<file path="src/rtl/spi_reg_bank_pkg.sv">
// ---------------------------------------------------------------------------
// spi_reg_bank_pkg
// Shared types and sizing helpers for the SPI register bank.
//   state_t       : frame FSM state (IDLE, HDR, DATA)
//   calc_hdr_w    : header width  = rw bit + address field
//   calc_frame_w  : frame width   = header + one data word
//   calc_cnt_w    : bit-counter width, able to hold FRAME_W+1 (saturation value)
// ---------------------------------------------------------------------------
package spi_reg_bank_pkg;

   typedef enum logic [1:0] {
      IDLE = 2'd0,
      HDR  = 2'd1,
      DATA = 2'd2
   } state_t;

   function automatic int calc_hdr_w(input int addr_w);
      return 1 + addr_w;
   endfunction

   function automatic int calc_frame_w(input int addr_w, input int data_w);
      return 1 + addr_w + data_w;
   endfunction

   function automatic int calc_cnt_w(input int addr_w, input int data_w);
      return $clog2(1 + addr_w + data_w + 2);
   endfunction

endpackage

</file>
<file path="src/rtl/spi_reg_bank_sync_edge.sv">
// ---------------------------------------------------------------------------
// spi_sync_edge
// Two-flop synchroniser for one asynchronous SPI pin plus a history flop used
// for edge detection. Edges are reported between the second sync flop and the
// history flop, so o_rise/o_fall are single-clk pulses aligned with o_sync.
// Ports:
//   clk, rst  : system clock, asynchronous active-high reset
//   i_async   : asynchronous pin input
//   o_sync    : synchronised level (sync2)
//   o_rise    : one-clk pulse on a synchronised rising edge
//   o_fall    : one-clk pulse on a synchronised falling edge
// Parameter RST_VAL sets the reset level of all three flops.
// ---------------------------------------------------------------------------
module spi_sync_edge #(
   parameter logic RST_VAL = 1'b0
) (
   input  logic clk,
   input  logic rst,
   input  logic i_async,
   output logic o_sync,
   output logic o_rise,
   output logic o_fall
);

   logic r_sync1;
   logic r_sync2;
   logic r_hist;

   // Synchroniser chain plus history flop
   always_ff @(posedge clk or posedge rst) begin
      if (rst) begin
         r_sync1 <= RST_VAL;
         r_sync2 <= RST_VAL;
         r_hist  <= RST_VAL;
      end else begin
         r_sync1 <= i_async;
         r_sync2 <= r_sync1;
         r_hist  <= r_sync2;
      end
   end

   assign o_sync = r_sync2;
   assign o_rise = r_sync2 & ~r_hist;
   assign o_fall = ~r_sync2 & r_hist;

endmodule

</file>
<file path="src/rtl/spi_reg_bank.sv">
// ---------------------------------------------------------------------------
// spi_reg_bank
// SPI mode-0 peripheral exposing NUM_REGS registers of DATA_W bits.
// Frame (MSB first): rw (1 = write), addr[ADDR_W-1:0], data[DATA_W-1:0].
// Writes commit when ncs rises after exactly FRAME_W bits to a valid address;
// reads return reg[addr] on cipo during the data phase (zero if out of range).
// A frame whose bit count is not FRAME_W produces a one-clk frame_err_o pulse.
//
// Optional feature, macro SPI_REG_BANK_BURST_EN: every completed data word
// commits at once and the address auto-increments (wrapping to 0); reads
// reload from the next address after each word. At ncs rise a partial
// trailing word or a frame shorter than FRAME_W flags frame_err_o.
//
// Ports:
//   clk, rst     : system clock, asynchronous active-high reset
//   sclk, ncs    : SPI clock and active-low chip select (asynchronous)
//   copi         : SPI controller-out data (asynchronous)
//   cipo         : SPI peripheral-out data
//   cipo_oe      : tri-state enable for cipo (data phase of a read)
//   regs_o       : flat register vector, reg i at [i*DATA_W +: DATA_W]
//   wr_pulse_o   : one-clk pulse on bit i when reg i is written
//   frame_err_o  : one-clk pulse on a malformed frame
//   busy_o       : high while a frame is in progress
// Requires f_clk >= 8 x f_sclk.
// ---------------------------------------------------------------------------
module spi_reg_bank
   import spi_reg_bank_pkg::*;
#(
   parameter int                NUM_REGS  = 8,
   parameter int                DATA_W    = 8,
   parameter int                ADDR_W    = 7,
   parameter logic [DATA_W-1:0] RESET_VAL = '0
) (
   input  logic                         clk,
   input  logic                         rst,
   input  logic                         sclk,
   input  logic                         ncs,
   input  logic                         copi,
   output logic                         cipo,
   output logic                         cipo_oe,
   output logic [NUM_REGS*DATA_W-1:0]   regs_o,
   output logic [NUM_REGS-1:0]          wr_pulse_o,
   output logic                         frame_err_o,
   output logic                         busy_o
);

   localparam int              HDR_W   = calc_hdr_w(ADDR_W);
   localparam int              FRAME_W = calc_frame_w(ADDR_W, DATA_W);
   localparam int              CNT_W   = calc_cnt_w(ADDR_W, DATA_W);
   localparam logic [ADDR_W:0] LP_NUM  = (ADDR_W+1)'(NUM_REGS);

   // Synchronised pin views
   logic w_sclk_rise;
   logic w_sclk_fall;
   logic w_unused_sclk_sync;
   logic w_ncs_sync;
   logic w_ncs_rise;
   logic w_ncs_fall;
   logic w_copi;
   logic w_unused_copi_rise;
   logic w_unused_copi_fall;

   spi_sync_edge #(.RST_VAL(1'b0)) u_sync_sclk (
      .clk     (clk),
      .rst     (rst),
      .i_async (sclk),
      .o_sync  (w_unused_sclk_sync),
      .o_rise  (w_sclk_rise),
      .o_fall  (w_sclk_fall)
   );

   spi_sync_edge #(.RST_VAL(1'b1)) u_sync_ncs (
      .clk     (clk),
      .rst     (rst),
      .i_async (ncs),
      .o_sync  (w_ncs_sync),
      .o_rise  (w_ncs_rise),
      .o_fall  (w_ncs_fall)
   );

   spi_sync_edge #(.RST_VAL(1'b0)) u_sync_copi (
      .clk     (clk),
      .rst     (rst),
      .i_async (copi),
      .o_sync  (w_copi),
      .o_rise  (w_unused_copi_rise),
      .o_fall  (w_unused_copi_fall)
   );

   // Frame state
   state_t              r_state;
   logic [CNT_W-1:0]    r_cnt;
   logic [HDR_W-2:0]    r_hdr;
   logic [DATA_W-1:0]   r_data;
   logic                r_rw;
   logic [ADDR_W-1:0]   r_addr;
   logic [DATA_W-1:0]   r_tx;
   logic                r_cipo;
   logic                r_cipo_oe;
   logic [DATA_W-1:0]   r_regs [NUM_REGS];
   logic [NUM_REGS-1:0] r_wr_pulse;
   logic                r_frame_err;
   logic [1:0]          r_flush;
   logic                r_armed;

   logic [HDR_W-1:0]    w_hdr;
   logic                w_addr_ok;

`ifdef SPI_REG_BANK_BURST_EN
   localparam int           WCNT_W  = $clog2(DATA_W);
   localparam logic [ADDR_W-1:0] LP_LAST = ADDR_W'(NUM_REGS - 1);
   logic [WCNT_W-1:0]   r_wcnt;
   logic                r_word_done;
   logic [ADDR_W-1:0]   w_addr_next;

   assign w_addr_next = (r_addr == LP_LAST) ? '0 : (r_addr + ADDR_W'(1));
`endif

   // Full header as it stands once the current copi bit is appended
   assign w_hdr     = {r_hdr, w_copi};
   assign w_addr_ok = ({1'b0, r_addr} < LP_NUM);

   // Read mux; addresses past the last register read as zero
   function automatic logic [DATA_W-1:0] rd_reg(input logic [ADDR_W-1:0] a);
      logic [DATA_W-1:0] v;
      v = '0;
      for (int i = 0; i < NUM_REGS; i++) begin
         if (a == ADDR_W'(i)) begin
            v = r_regs[i];
         end
      end
      return v;
   endfunction

   // After reset the ncs synchroniser holds its reset value, not the pin.
   // Frames are only accepted once a real high level on ncs has been seen,
   // so a frame interrupted by reset is ignored until ncs goes high then low.
   always_ff @(posedge clk or posedge rst) begin
      if (rst) begin
         r_flush <= 2'd0;
         r_armed <= 1'b0;
      end else begin
         if (r_flush != 2'd3) begin
            r_flush <= r_flush + 2'd1;
         end
         if ((r_flush == 2'd3) && w_ncs_sync) begin
            r_armed <= 1'b1;
         end
      end
   end

   // Frame FSM, register array and registered outputs
   always_ff @(posedge clk or posedge rst) begin
      if (rst) begin
         r_state     <= IDLE;
         r_cnt       <= '0;
         r_hdr       <= '0;
         r_data      <= '0;
         r_rw        <= 1'b0;
         r_addr      <= '0;
         r_tx        <= '0;
         r_cipo      <= 1'b0;
         r_cipo_oe   <= 1'b0;
         r_wr_pulse  <= '0;
         r_frame_err <= 1'b0;
         for (int i = 0; i < NUM_REGS; i++) begin
            r_regs[i] <= RESET_VAL;
         end
`ifdef SPI_REG_BANK_BURST_EN
         r_wcnt      <= '0;
         r_word_done <= 1'b0;
`endif
      end else begin
         r_wr_pulse  <= '0;
         r_frame_err <= 1'b0;
`ifdef SPI_REG_BANK_BURST_EN
         r_word_done <= 1'b0;
         // A word completed last clk: r_data now holds all of it
         if (r_word_done) begin
            if (r_rw && w_addr_ok) begin
               for (int i = 0; i < NUM_REGS; i++) begin
                  if (r_addr == ADDR_W'(i)) begin
                     r_regs[i]     <= r_data;
                     r_wr_pulse[i] <= 1'b1;
                  end
               end
            end
            if (w_addr_ok) begin
               r_addr <= w_addr_next;
            end
            if (!r_rw) begin
               r_tx <= rd_reg(w_addr_next);
            end
         end
`endif
         case (r_state)
            IDLE: begin
               if (w_ncs_fall && r_armed) begin
                  r_state <= HDR;
                  r_cnt   <= '0;
                  r_hdr   <= '0;
                  r_data  <= '0;
               end
            end
            HDR, DATA: begin
               if (w_ncs_rise) begin
                  r_state   <= IDLE;
                  r_cipo    <= 1'b0;
                  r_cipo_oe <= 1'b0;
`ifdef SPI_REG_BANK_BURST_EN
                  if ((r_cnt < CNT_W'(FRAME_W)) || (r_wcnt != '0)) begin
                     r_frame_err <= 1'b1;
                  end
`else
                  if (r_cnt != CNT_W'(FRAME_W)) begin
                     r_frame_err <= 1'b1;
                  end else if (r_rw && w_addr_ok) begin
                     for (int i = 0; i < NUM_REGS; i++) begin
                        if (r_addr == ADDR_W'(i)) begin
                           r_regs[i]     <= r_data;
                           r_wr_pulse[i] <= 1'b1;
                        end
                     end
                  end
`endif
               end else if (r_state == HDR) begin
                  if (w_sclk_rise) begin
                     r_cnt <= r_cnt + CNT_W'(1);
                     r_hdr <= w_hdr[HDR_W-2:0];
                     if (r_cnt == CNT_W'(HDR_W - 1)) begin
                        r_state   <= DATA;
                        r_rw      <= w_hdr[HDR_W-1];
                        r_addr    <= w_hdr[ADDR_W-1:0];
                        r_cipo_oe <= ~w_hdr[HDR_W-1];
                        r_tx      <= w_hdr[HDR_W-1] ? '0 : rd_reg(w_hdr[ADDR_W-1:0]);
`ifdef SPI_REG_BANK_BURST_EN
                        r_wcnt    <= '0;
`endif
                     end
                  end
               end else begin
                  if (w_sclk_rise) begin
                     // Saturate so over-length frames can never wrap back to FRAME_W
                     if (r_cnt != CNT_W'(FRAME_W + 1)) begin
                        r_cnt <= r_cnt + CNT_W'(1);
                     end
                     r_data <= {r_data[DATA_W-2:0], w_copi};
`ifdef SPI_REG_BANK_BURST_EN
                     if (r_wcnt == WCNT_W'(DATA_W - 1)) begin
                        r_wcnt      <= '0;
                        r_word_done <= 1'b1;
                     end else begin
                        r_wcnt <= r_wcnt + WCNT_W'(1);
                     end
`endif
                  end
                  // Mode 0: present the next bit on the falling edge
                  if (w_sclk_fall) begin
                     r_cipo <= r_tx[DATA_W-1];
                     r_tx   <= {r_tx[DATA_W-2:0], 1'b0};
                  end
               end
            end
            default: begin
               r_state <= IDLE;
            end
         endcase
      end
   end

   genvar g;
   generate
      for (g = 0; g < NUM_REGS; g++) begin : g_flat
         assign regs_o[g*DATA_W +: DATA_W] = r_regs[g];
      end
   endgenerate

   assign cipo        = r_cipo;
   assign cipo_oe     = r_cipo_oe;
   assign wr_pulse_o  = r_wr_pulse;
   assign frame_err_o = r_frame_err;
   assign busy_o      = ~w_ncs_sync & (r_state != IDLE);

endmodule

</file>
<file path="config.mk">
export PLATFORM = sky130hd
export DESIGN_NAME = spi_reg_bank
export DESIGN_NICKNAME = d
export VERILOG_FILES = /design/src/rtl/spi_reg_bank_pkg.sv /design/src/rtl/spi_reg_bank_sync_edge.sv /design/src/rtl/spi_reg_bank.sv
export SDC_FILE = /design/constraint.sdc
export NUM_CORES = 1
export LEC_CHECK = 0
export BUFFER_PORTS_ARGS = -buffer_cell sky130_fd_sc_hd__buf_4
export CAP_MARGIN = 20
export CORE_ASPECT_RATIO = 1.25
export CORE_MARGIN = 2
export CORE_UTILIZATION = 54
export CTS_BUF_LIST = sky130_fd_sc_hd__clkbuf_4 sky130_fd_sc_hd__clkbuf_8
export CTS_CLUSTER_DIAMETER = 50
export DETAILED_ROUTE_END_ITERATION = 7
export HOLD_SLACK_MARGIN = 0.15
export PLACE_DENSITY = 0.91
export SYNTH_ARGS = -nofsm -noshare
export SYNTH_HDL_FRONTEND = slang
export SYNTH_SLANG_ARGS = --single-unit
</file>
<file path="constraint.sdc">
create_clock -name clk -period 3.85 [get_ports clk]
set_clock_uncertainty 0.1 [all_clocks]
set_input_delay 0.1925 -clock clk [delete_from_list [all_inputs] [get_ports clk]]
set_output_delay 0.1925 -clock clk [all_outputs]
set_load 0.02 [all_outputs]
</file>
# --- Word level (Yosys, flattened, before mapping) ---
# Index checks and enable logic that the tools add are counted.
# W data, S select, Z words.
classes:
  reduce_logical: 30
  bitwise: 12
  muxes: 58
  eq_ne: 33
  add_sub_neg: 2
  order_cmp: 1
op_table:
  columns: ["cell", "count"]
  rows:
  - ["$mux W8", 21]
  - ["$reduce_and A5 Y1", 13]
  - ["$eq A7 B3 Y1 const B", 8]
  - ["$mux W5", 6]
  - ["$eq A7 B2 Y1 const B", 4]
  - ["$mux W7", 4]
  - ["$mux W1", 18]
  - ["$pmux W8 S2", 1]
  - ["$eq A7 B1 Y1 const B", 2]
  - ["$logic_not A7 Y1", 2]
  - ["$pmux W7 S2", 1]
  - ["$reduce_bool A2 Y1", 7]
  - ["$mux W2", 5]
  - ["$ne A2 B2 Y1 const B", 5]
  - ["$ne A5 B5 Y1 const B", 2]
  - ["$pmux W5 S2", 1]
  - ["$ne A2 B1 Y1 const B", 4]
  - ["$reduce_and A4 Y1", 2]
  - ["$lt A7 B4 Y1 const B", 1]
  - ["$not A1 Y1", 7]
  - ["$ne A3 B2 Y1 const B", 2]
  - ["$add A5 B1 Y5 const B", 1]
  - ["$and A1 B1 Y1", 5]
  - ["$eq A5 B3 Y1 const B", 1]
  - ["other kinds (10)", 13]
totals:
  input_bits: 5
  regBits: 124

# --- Logic depth before layout (Yosys ltp) ---
# Gate-level depths: netlist (run 1).
logic_depth:
  ltp_word: 13
  mapped_depth: 8
  depth_no_buf: 6

# --- By module ---
# From an unflattened synthesis (run 1), not the netlist that was laid out.
unflattened:
  cells_unflattened: 417
  area_unflattened_um2: 5607.9
modules_own_cells:
  columns: ["mod", "instances", "area_per_inst_um2", "cells_each", "seq_area_each_um2"]
  rows:
  - ["spi_reg_bank", 1, 5322.6, 399, 2902.8]
  - ["spi_sync_edge (u_sync_copi ...)", 2, 93.8, 6, 75.1]
  - ["spi_sync_edge (u_sync_ncs)", 1, 97.6, 6, 78.8]

# --- Worst setup path before layout (run 1) ---
# No wires, ideal clock.
synth_timing:
  kind: "reg2reg"
  start: "reg r_state[0]"
  end: "reg r_hdr[0]"
  required_time_ns: 3.625
  slack_ns: 1.716
  path_buffers: 1
  stages_incl_launch_ff: 8
  t_arrival_ns: 1.909
  path_cell_list: "dfrtp_1 inv_1 ha_1 buf_4 nor2b_2 a41oi_4 nor3_2 mux2_2"
synth_between:
  elab_chain_len: 4
  elab_cells_between_ends: 11
  classes_between: "6 x eq/ne; 1 x mux; 4 x reduce/logical"
synth_rtl:
  columns: ["item", "line_no", "text"]
  rows:
  - ["start, declared", "spi_reg_bank.sv:91", "state_t r_state;"]
  - ["start signal, assigned", "spi_reg_bank.sv:155", "r_state <= IDLE;"]
  - ["start signal, assigned", "spi_reg_bank.sv:199", "r_state <= HDR;"]
  - ["start signal, assigned", "spi_reg_bank.sv:207", "r_state <= IDLE;"]
  - ["$eq A2 B1 Y1 or $eq A2 B2 Y1 (tied branches)", "spi_reg_bank.sv:196, spi_reg_bank.sv:226", null]
  - ["$reduce_or A2 Y1", "spi_reg_bank.sv:196", "case (r_state)"]
  - ["$ne A2 B2 Y1 (no source line), or another cell as far along", null, null]
  - ["$reduce_and A5 Y1 (no source line)", null, null]
  - ["end signal, assigned", "spi_reg_bank.sv:229", "r_hdr <= w_hdr[HDR_W-2:0];"]
  - ["end, declared", "spi_reg_bank.sv:93", "logic [HDR_W-2:0] r_hdr;"]
# Parallel ways exist; a longest one is shown, timed or not.
# A chain may end at the register's enable or synchronous reset.

# --- Final worst setup path (run 1) ---
layout_timing:
  start: "reg r_state[1]"
  end: "reg r_state[0]"
layout_between:
  elab_chain_len: 4
  elab_cells_between_ends: 10
  classes_between: "6 x eq/ne; 1 x mux; 3 x reduce/logical"
layout_rtl:
  columns: ["item", "line_no"]
  rows:
  - ["$eq A2 B1 Y1 or $eq A2 B2 Y1 (tied branches)", "spi_reg_bank.sv:196, spi_reg_bank.sv:226"]
  - ["$reduce_or A2 Y1", "spi_reg_bank.sv:196"]
  - ["$ne A3 B1 Y1 (no source line) or $ne A3 B2 Y1 (tied branches)", null]
  - ["$reduce_and A4 Y1 (no source line)", null]
# Parallel ways exist; a longest one is shown, timed or not.

==> out/qor.yml, run 1 <==
critical_path:
  critPathArrivalTime_ns: 3.28
  cp_max_fo: 28
  worstSetupPathType: "flip-flop to flip-flop"
  endpoint_kind: "flip-flop"
  worstSetupStartpointType: "flip-flop"
  r2r_cells: 6
  crit_required_ns: 4.08
routing:
  drtIter0Drc: 283
  drc_errors: 0
  vias_per_cell: 6.28
  first_pass_iters: 5
  wl_per_cell_um: 21.9
  num_vias: 4239
  ant_nets: 0
  finalWirelength_mm: 14.8
synthesis:
  ys_async_sr_fraction: 1.00
  synth_edf_count: 0
  seq_area_frac_synth: 0.532
  synth_area_leaders: "dfrtp_1 52%, mux2_2 15%, mux2i_1 4.1%"
  yosysWarnings: 0
  post-synth-top-count-cell: "dfrtp_1"
  synth.avg_cell_area_um2: 13.0
  synth_commonest_cells: "121 x dfrtp_1, 77 x mux2_2, 25 x o21ai_0"
  syn_inst: 449
  synth_area_mm2: 0.00583
  synth_seq_cells: 124
  ys.flop_type: "dfrtp_1"
  synthDistinctLibCells: 57
  yosysTopAreaCellShare: 0.519
  syn-num-nets: 461
  post-synth-top-area-cell: "dfrtp_1"
final_layout:
  fin_area_mm2: 0.00694
  stdcell_count: 675
  nets: 542
  num_antenna_cells: 0
  syn_to_final_growth_pct: 19.0
  layout-drive-gt1-share: 0.435
placed_design:
  portBuffers: 80
  dp_hpwl_mm: 9.94
  place_inst: 639
  post_dp_cell_area_mm2: 0.00652
  place_congestion: 0.856
grt:
  antenna_found_initial: 0
  grt_pass1_vias: 4398
  grt.overflow.total: 0
  gr-usage-all-layers: 0.260
  grt_pass1_wl_mm: 23.4
  grt_max_degree: 78
power:
  p_per_area_mw_per_mm2: 542
  peakVddDrop_uv: 347
  p_leak_nw: 3.23
  total_power_mw: 3.77
timing:
  period_minus_slack_ns: 3.05
  hold_viol_final: 0
  finalCritPeriodShare: 0.791
  fmax_mhz: 328
  relSlewSlack: 0.298
  finalMaxSlewViolations: 0
  hold_slack_ns: 0.253
  rsz0062_at_grt: "no"
  setup_viol_count_final: 0
  tightest_slew_ns: 1.05
  final.setup.tns_ns: 0
floorplan:
  ios: 81
  fp.dieH_um: 120
  core_area_mm2: 0.0106
  die_w_um: 97.0
  start_util: 0.552
  die_area_mm2: 0.0117
  fp-row-count: 42
min_path:
  whs_path_depth: 0
  hold_class: "flip-flop to flip-flop"
clocking:
  post-cts-setup-buffers: 0
  cts_buffers: 17
  clk_latency_ns: 0.45
  htreeDepth: 4
  clockBufferDepth: 2
  root_buffer: "clkbuf_8"
  clock-sinks: 124
  clkTransAtPathRegs_ns: 0.08
  cts_tree: "built"
flow_run:
  maxCapViolations: 0
outcome:
  status: "finished, final reports clean"
## area by class of cell
cell class                      instances  area [µm²]
Timing Repair Buffer                   89         678
Clock inverter                         14         138
Tap cell                              132         165
Clock buffer                           18         248
Inverter                               21        81.3
Fill cell                             708        3620
Multi-Input combinational cell        277        2530
Sequential cell                       124        3110
## cells by family (layout without fill, tap and decap cells)
kind of cell | after synthesis | count (layout) | synth area share
flip-flops | 124 | 124 | 0.532
multiplexers | 110 | 110 | 0.223
AND/OR/NAND/NOR | 91 | 91 | 0.111
AO/OA/AOI/OAI | 68 | 68 | 0.0828
buffers and inverters | 48 | 142 | 0.0343
adder cells (fa/ha/maj) | 7 | 7 | 0.0150
XOR/XNOR | 1 | 1 | 0.00150
## cells in the final DEF (no fill, tap or decap), types with 15 or more instances in the layout
cell type | synthesis | final
o21ai_0 | 25 | 25
buf_4 | 3 | 85
a22oi_1 | 15 | 15
dfrtp_1 | 121 | 121
mux2i_1 | 24 | 24
mux2_2 | 77 | 77
clkbuf_8 | 0 | 18
nand2_1 | 20 | 20
inv_1 | 21 | 20
## stage by stage
| stage | setup slack [ns] | utilization |
|---|---|---|
| floorplan | 0.263 | - |
| global route | 0.647 | 0.657 |
| global placement | 1.02 | 0.617 |
| CTS | 0.849 | 0.657 |
| finish | 0.803 | 0.657 |
| detailed placement | 0.885 | 0.617 |
## state kept, by name (all words and copies together), names as in the netlist, 2 cells and up
| signal | count |
|---|---|
| r_state | 2 |
| r_addr | 7 |
| r_cnt | 5 |
| regs_o | 64 |
| wr_pulse_o | 8 |
| r_flush | 2 |
| r_hdr | 7 |
| r_data | 8 |
| r_tx | 8 |
## where the power goes
part	internal, mW	leakage, nW	switching [mW]	total, mW
registers	1.42	1.65	0.193	1.61
clock network	0.539	0.185	0.578	1.12
logic	0.380	1.40	0.658	1.04
## metal layers
metal | GRT usage | share of wire | routed length, µm
met4 | 0.129 | 0.034 | 505
met5 | 0 | 0 | 0
met2 | 0.434 | 0.52 | 7690
met1 | 0.304 | 0.37 | 5450
met3 | 0.0850 | 0.077 | 1130
## worst max-delay path: stages (launching register included)
cell	delay, ns
dfrtp_1	0.37
inv_1	0.09
ha_1	0.99
inv_1	0.32
nor2_2	0.47
a221o_1	0.26
mux2_2	0.34
## path summary, 6_finish.rpt
kind | from | endpoint | slack, ns
max reg2reg | r_state[1] | r_state[0] | 0.80
max | r_state[1] | r_state[0] | 0.80
max in group asynchronous | rst | r_hdr[6] | 2.33
min | u_sync_copi.r_sync1 | u_sync_copi.o_sync | 0.25
min reg2reg | u_sync_copi.r_sync1 | u_sync_copi.o_sync | 0.25
min in group asynchronous | rst | r_tx[5] | 0.41
## what timing repair did
action | in CTS | in global routing
endpoints found under the hold margin | 75 | 0
resized for setup | 0 | 0
hold buffers | 4 | 0
Power figures use the tool's default switching activity.
==> inputs of run 2 (changes only) <==
Settings changed: ABC_AREA set to 1.
Clock period 3.85 ns to 2.7 ns, I/O delays scaled along.
==> out/qor.yml, run 2 <==
final_layout:
  layout-drive-gt1-share: 0.205  # was 0.435
  num_antenna_cells: 0  # unchanged
  largest_reg_flops: 64  # unchanged
  fin_area_mm2: 0.00696  # was 0.00694 mm²
  syn_to_final_growth_pct: 21.5  # was 19.0%
  nets: 746  # was 542
  mostFrequentLayoutCells: "121 x dfrtp_1, 116 x inv_1, 83 x buf_4, 79 x nor2_1, 66 x a21oi_1"  # was 121 x dfrtp_1, 85 x buf_4, 77 x mux2_2, 25 x o21ai_0, 24 x mux2i_1
  nFillCells: 777  # was 708
  final_core_utilization: 0.666  # was 0.657
  layout_commonest_cell: "dfrtp_1"  # unchanged
critical_path:
  crit_required_ns: 2.95  # was 4.08 ns
  crit_top_cell: "inv_1"  # unchanged
  cp_cell_sequence: "inv_1 -> ha_1 -> inv_1 -> nor2_2 -> a21oi_2 -> nor3_4 -> nand3_1 -> o21ai_0"  # was inv_1 -> ha_1 -> inv_1 -> nor2_2 -> a221o_1 -> mux2_2
  critPathMaxStageDelay_ns: 0.51  # was 0.99 ns
  critPathSlowestCell: "nor3_4"  # was ha_1
  worstSetupStartpointType: "flip-flop"  # unchanged
  cp_max_fo: 16  # was 28
  critPathArrivalTime_ns: 2.73  # was 3.28 ns
  worstSetupPathType: "flip-flop to flip-flop"  # unchanged
  r2r_setup_slack_ns: 0.22  # was 0.80 ns
  endpoint_kind: "flip-flop"  # unchanged
clocking:
  clock-sinks: 124  # unchanged
  post-cts-setup-buffers: 0  # unchanged
  root_buffer: "clkbuf_8"  # unchanged
  clk_latency_ns: 0.45  # about the same
  cts_tree: "built"  # unchanged
  cts_buffers: 17  # unchanged
  clkTransAtPathRegs_ns: 0.07  # was 0.08 ns
  clockBufferDepth: 2  # unchanged
  htreeDepth: 4  # unchanged
floorplan:
  fp.dieH_um: 119  # was 120 µm
  die_w_um: 96.1  # was 97.0 µm
  core_area_mm2: 0.0105  # was 0.0106 mm²
  ios: 81  # unchanged
  fp-row-count: 42  # unchanged
  die_area_mm2: 0.0115  # was 0.0117 mm²
  start_util: 0.548  # was 0.552
routing:
  vias_per_cell: 5.59  # was 6.28
  ant_nets: 0  # unchanged
  finalWirelength_mm: 14.9  # was 14.8 mm
  drc_errors: 0  # unchanged
  drtIter0Drc: 561  # was 283
  wl_per_cell_um: 16.9  # was 21.9 µm
  num_vias: 4916  # was 4239
  first_pass_iters: 6  # was 5
timing:
  period_minus_slack_ns: 2.48  # was 3.05 ns
  relSlewSlack: 0.534  # was 0.298
  final.setup.tns_ns: 0  # unchanged
  hold_viol_final: 0  # unchanged
  tightest_slew_ns: 0.696  # was 1.05 ns
  setup_viol_count_final: 0  # unchanged
  fmax_mhz: 403  # was 328 MHz
  rsz0062_at_grt: "no"  # unchanged
  fin_ws_ns: 0.221  # was 0.803 ns
  finalMaxSlewViolations: 0  # unchanged
  finalCritPeriodShare: 0.918  # was 0.791
placed_design:
  portBuffers: 80  # unchanged
  post_dp_cell_area_mm2: 0.00644  # was 0.00652 mm²
  post-place-ws_ns: 0.328  # was 0.885 ns
  dp_hpwl_mm: 10.3  # was 9.94 mm
  place_congestion: 0.862  # was 0.856
min_path:
  hold_class: "input port to flip-flop"  # was flip-flop to flip-flop
power:
  p_per_area_mw_per_mm2: 782  # was 542 mW/mm²
  p_leak_nw: 3.83  # was 3.23 nW
  peakVddDrop_uv: 481  # was 347 µV
synthesis:
  ys_async_sr_fraction: 1.00  # unchanged
  synth_area_leaders: "dfrtp_1 53%, inv_1 7.7%, a21oi_1 5.8%"  # was dfrtp_1 52%, mux2_2 15%, mux2i_1 4.1%
  seq_area_frac_synth: 0.542  # was 0.532
  synthDistinctLibCells: 38  # was 57
  synth_seq_cells: 124  # unchanged
  syn-num-nets: 653  # was 461
  synth_area_mm2: 0.00573  # was 0.00583 mm²
  synth_edf_count: 0  # unchanged
  synth.avg_cell_area_um2: 8.94  # was 13.0 µm²
  ys.flop_type: "dfrtp_1"  # unchanged
  post-synth-top-area-cell: "dfrtp_1"  # unchanged
  post-synth-top-count-cell: "dfrtp_1"  # unchanged
  yosysWarnings: 0  # unchanged
  syn_inst: 641  # was 449
  yosysTopAreaCellShare: 0.528  # was 0.519
  synth_commonest_cells: "121 x dfrtp_1, 117 x inv_1, 79 x nor2_1"  # was 121 x dfrtp_1, 77 x mux2_2, 25 x o21ai_0
flow_run:
  maxCapViolations: 0  # unchanged
grt:
  antenna_found_initial: 0  # unchanged
  gr-usage-all-layers: 0.274  # was 0.260
  grt_max_degree: 125  # was 78
  grt_pass1_wl_mm: 23.8  # was 23.4 mm
  grt.overflow.total: 0  # unchanged
  grt_pass1_vias: 4933  # was 4398
outcome:
  status: "finished, final reports clean"  # unchanged
## run 2: path summary, 6_finish.rpt
kind | start | endpoint | cells past startpoint
hold / removal | sclk | u_sync_sclk.r_sync1 | 2
min in group asynchronous | rst | r_flush[0] | 4
max in group asynchronous | rst | r_addr[5] | 4
setup reg to reg | r_state[1] | r_data[6] | 8
setup / recovery | r_state[1] | r_data[6] | 8
hold reg to reg | u_sync_ncs.r_sync1 | u_sync_ncs.o_sync | 0
## run 2: logic make-up after synthesis
group	after synthesis	synth area share
buffers and inverters	140	0.101
xor gates and xnor gates	1	0.00153
AOI/OAI and AO/OA	110	0.0991
muxes	25	0.0439
DFF	124	0.542
and+or+nand+nor	234	0.197
adders and majority gates	7	0.0153
## run 2: power by group
part	switching, mW	total, mW	internal [mW]	leakage [nW]
sequential	0.167	2.20	2.03	1.67
clock	0.717	1.94	1.23	0.249
combinational	0.947	1.30	0.355	1.91
total	1.83	5.44	3.61	3.83
## run 2: cell type report
type	instances	area, µm²	area share
Sequential cell	124	3110	0.446
Multi-Input combinational cell	377	2040	0.294
Timing Repair Buffer	88	683	0.0981
Inverter	126	478	0.0687
Clock buffer	27	359	0.0516
Tap cell	132	165	0.0237
Clock inverter	5	125	0.0180
## run 2: through the flow
stage / cells / total power [mW] / hold slack, ns
3_5_place_dp: 843 / 3.48 / 0.147
6_report: 879 / 5.44 / 0.245
5_1_grt: 879 / 5.68 / 0.255
2_1_floorplan: 641 / 3.11 / 0.0395
3_3_place_gp: 843 / 3.40 / 0.145
4_1_cts: 879 / 5.41 / 0.252
## run 2: what timing repair did
| action | 4_1_cts | 5_1_grt |
|---|---|---|
| hold buffers | 4 | 0 |
| endpoints found under the hold margin | 124 | 0 |
| gates resized for setup | 0 | 0 |
## run 2: layer usage
| metal | global-route usage | wire [µm] | vias to the layer above |
|---|---|---|---|
| met5 | 0 | 0 | - |
| met4 | 0.179 | 864 | 0 |
| met3 | 0.0588 | 931 | 81 |
| met2 | 0.444 | 7650 | 247 |
| met1 | 0.321 | 5450 | 2366 |
| li1 | - | - | 2222 |
## run 2: worst max-delay path: cells and delay by family, from the launching register on
family / cells / cell delay, ns
AND/OR/NAND/NOR: 3 / 0.91
flip-flops: 1 / 0.38
adder cells (fa/ha/maj): 1 / 0.48
buffers and inverters: 2 / 0.25
AO/OA/AOI/OAI: 2 / 0.26
==> inputs of run 3 (changes only) <==
Settings changed: PLACE_DENSITY 0.91 to 0.85, TNS_END_PERCENT set to 20.
==> out/qor.yml, run 3 (synthesis gave the netlist of run 2 again) <==
routing:
  finalWirelength_mm: 14.7  # was 14.9 mm
  num_vias: 4862  # was 4916
  drc_errors: 0  # unchanged
  first_pass_iters: 5  # was 6
  drtIter0Drc: 423  # was 561
  ant_nets: 0  # unchanged
  wl_met1_mm: 5.51  # was 5.45 mm
  wl_per_cell_um: 16.7  # was 16.9 µm
  met2_wirelength_mm: 7.71  # was 7.65 mm
  routed.top_layer: "met4"  # unchanged
  vias_per_cell: 5.52  # was 5.59
  wl_met3_um: 874  # was 931 µm
timing:
  final.setup.tns_ns: 0  # unchanged
  rsz0062_at_grt: "no"  # unchanged
  hold_viol_final: 0  # unchanged
  finalMaxSlewViolations: 0  # unchanged
  setup_viol_count_final: 0  # unchanged
  relSlewSlack: 0.527  # was 0.534
  tightest_slew_ns: 0.707  # was 0.696 ns
  finalCritPeriodShare: 0.894  # was 0.918
  fmax_mhz: 414  # was 403 MHz
  period_minus_slack_ns: 2.41  # was 2.48 ns
final_layout:
  multi_input_area_mm2: 0.00204  # unchanged
  mostFrequentLayoutCells: "121 x dfrtp_1, 116 x inv_1, 85 x buf_4, 79 x nor2_1, 66 x a21oi_1"  # was 121 x dfrtp_1, 116 x inv_1, 83 x buf_4, 79 x nor2_1, 66 x a21oi_1
  layout_commonest_cell: "dfrtp_1"  # unchanged
  nFillCells: 761  # was 777
  layout-drive-gt1-share: 0.207  # was 0.205
  syn_to_final_growth_pct: 21.3  # was 21.5%
  num_antenna_cells: 0  # unchanged
  nets: 748  # was 746
  seq_area_mm2: 0.00311  # unchanged
  largest_reg_flops: 64  # unchanged
floorplan:
  die_w_um: 96.1  # unchanged
  die_area_mm2: 0.0115  # unchanged
  ios: 81  # unchanged
  core_area_mm2: 0.0105  # unchanged
  fp.dieH_um: 119  # unchanged
  start_util: 0.548  # unchanged
  fp-row-count: 42  # unchanged
clocking:
  clockBufferDepth: 2  # unchanged
  cts_buffers: 17  # unchanged
  clk_latency_ns: 0.45  # about the same
  clkTransAtPathRegs_ns: 0.08  # was 0.07 ns
  htreeDepth: 4  # unchanged
  post-cts-setup-buffers: 0  # unchanged
  cts_hold_buf: 4  # unchanged
  root_buffer: "clkbuf_8"  # unchanged
  post_cts.resized_instances: 0  # unchanged
  cts_tree: "built"  # unchanged
  clock-sinks: 124  # unchanged
critical_path:
  worstSetupStartpointType: "flip-flop"  # unchanged
  critPathArrivalTime_ns: 2.67  # was 2.73 ns
  r2r-start: "r_state[1]"  # unchanged
  worstSetupPathType: "flip-flop to flip-flop"  # unchanged
  crit_required_ns: 2.96  # was 2.95 ns
  endpoint_kind: "flip-flop"  # unchanged
  cp_max_fo: 16  # unchanged
  worstSetupStartpoint: "r_state[1]"  # unchanged
grt:
  grt_max_degree: 42  # was 125
  gr-usage-all-layers: 0.276  # was 0.274
  grt_pass1_wl_mm: 23.9  # was 23.8 mm
  grt.overflow.total: 0  # unchanged
  grt_pass1_vias: 4904  # was 4933
  antenna_found_initial: 0  # unchanged
power:
  p_leak_nw: 3.81  # was 3.83 nW
  p_per_area_mw_per_mm2: 777  # was 782 mW/mm²
  peakVddDrop_uv: 401  # was 481 µV
  total_power_mw: 5.40  # was 5.44 mW
min_path:
  hold_class: "input port to asynchronous set/reset pin"  # was input port to flip-flop
flow_run:
  maxCapViolations: 0  # unchanged
placed_design:
  portBuffers: 80  # unchanged
  dp_hpwl_mm: 10.6  # was 10.3 mm
  place_congestion: 0.895  # was 0.862
outcome:
  status: "finished, final reports clean"  # unchanged
==> run 3: cell types whose count changed in the layout (fill, tap and decap cells not counted), sizes merged <==
| cell | change |
|---|---|
| clkbuf | -7 |
| clkinv | +3 |
| clkinvlp | +3 |
| buf | +2 |
| bufinv | +1 |
==> run 3: path summary, 6_finish.rpt <==
check,end,slack (ns),cells after the start
worst max-delay path,r_data[2],0.29,8
worst min-delay path,r_state[1],0.25,3
worst max register to register,r_data[2],0.29,8
worst min register to register,u_sync_copi.o_sync,0.26,0
max in group asynchronous,u_sync_copi.o_sync,1.42,4
min in group clk,u_sync_sclk.r_sync1,0.25,2
==> run 3: report_power, final <==
part / switching, mW / internal (mW) / leakage [nW] / total (mW)
registers: 0.165 / 2.03 / 1.67 / 2.19
clock network: 0.740 / 1.15 / 0.228 / 1.89
logic: 0.960 / 0.355 / 1.92 / 1.32
total: 1.87 / 3.53 / 3.81 / 5.40
==> run 3: cell type report <==
type                    instances  area share
clock buffers                  20      0.0387
repair buffers                 90       0.100
inverters                     126      0.0687
well taps                     132      0.0238
multi-input cells             377       0.294
clock inverters                12      0.0277
flip-flops and latches        124       0.447
==> run 3: critical path: stages (launching register included) <==
cell	delay [ns]
dfrtp_1	0.39
inv_1	0.08
ha_1	0.43
inv_1	0.15
nor2_2	0.22
a21oi_2	0.13
nor3_4	0.53
nand3_1	0.16
o21ai_0	0.12
==> run 3: layer usage <==
| layer | vias to the layer above | global-route usage |
|---|---|---|
| met4 | 0 | 0.150 |
| li1 | 2239 | - |
| met5 | - | 0 |
| met2 | 222 | 0.455 |
| met3 | 49 | 0.0677 |
| met1 | 2352 | 0.326 |
==> run 3: per-stage QoR <==
| stage | worst slack, ns | util | instance area (µm²) | hold WS (ns) | cells |
|---|---|---|---|---|---|
| 6_report | 0.286 | 0.665 | 6950 | 0.249 | 881 |
| 5_1_grt | 0.138 | 0.665 | 6950 | 0.242 | 881 |
| 4_1_cts | 0.318 | 0.665 | 6950 | 0.224 | 881 |
| 3_5_place_dp | 0.354 | 0.617 | 6450 | 0.146 | 845 |
| 3_3_place_gp | 0.534 | 0.617 | 6450 | 0.145 | 845 |
| 2_1_floorplan | 0.796 | - | 5730 | 0.0395 | 641 |
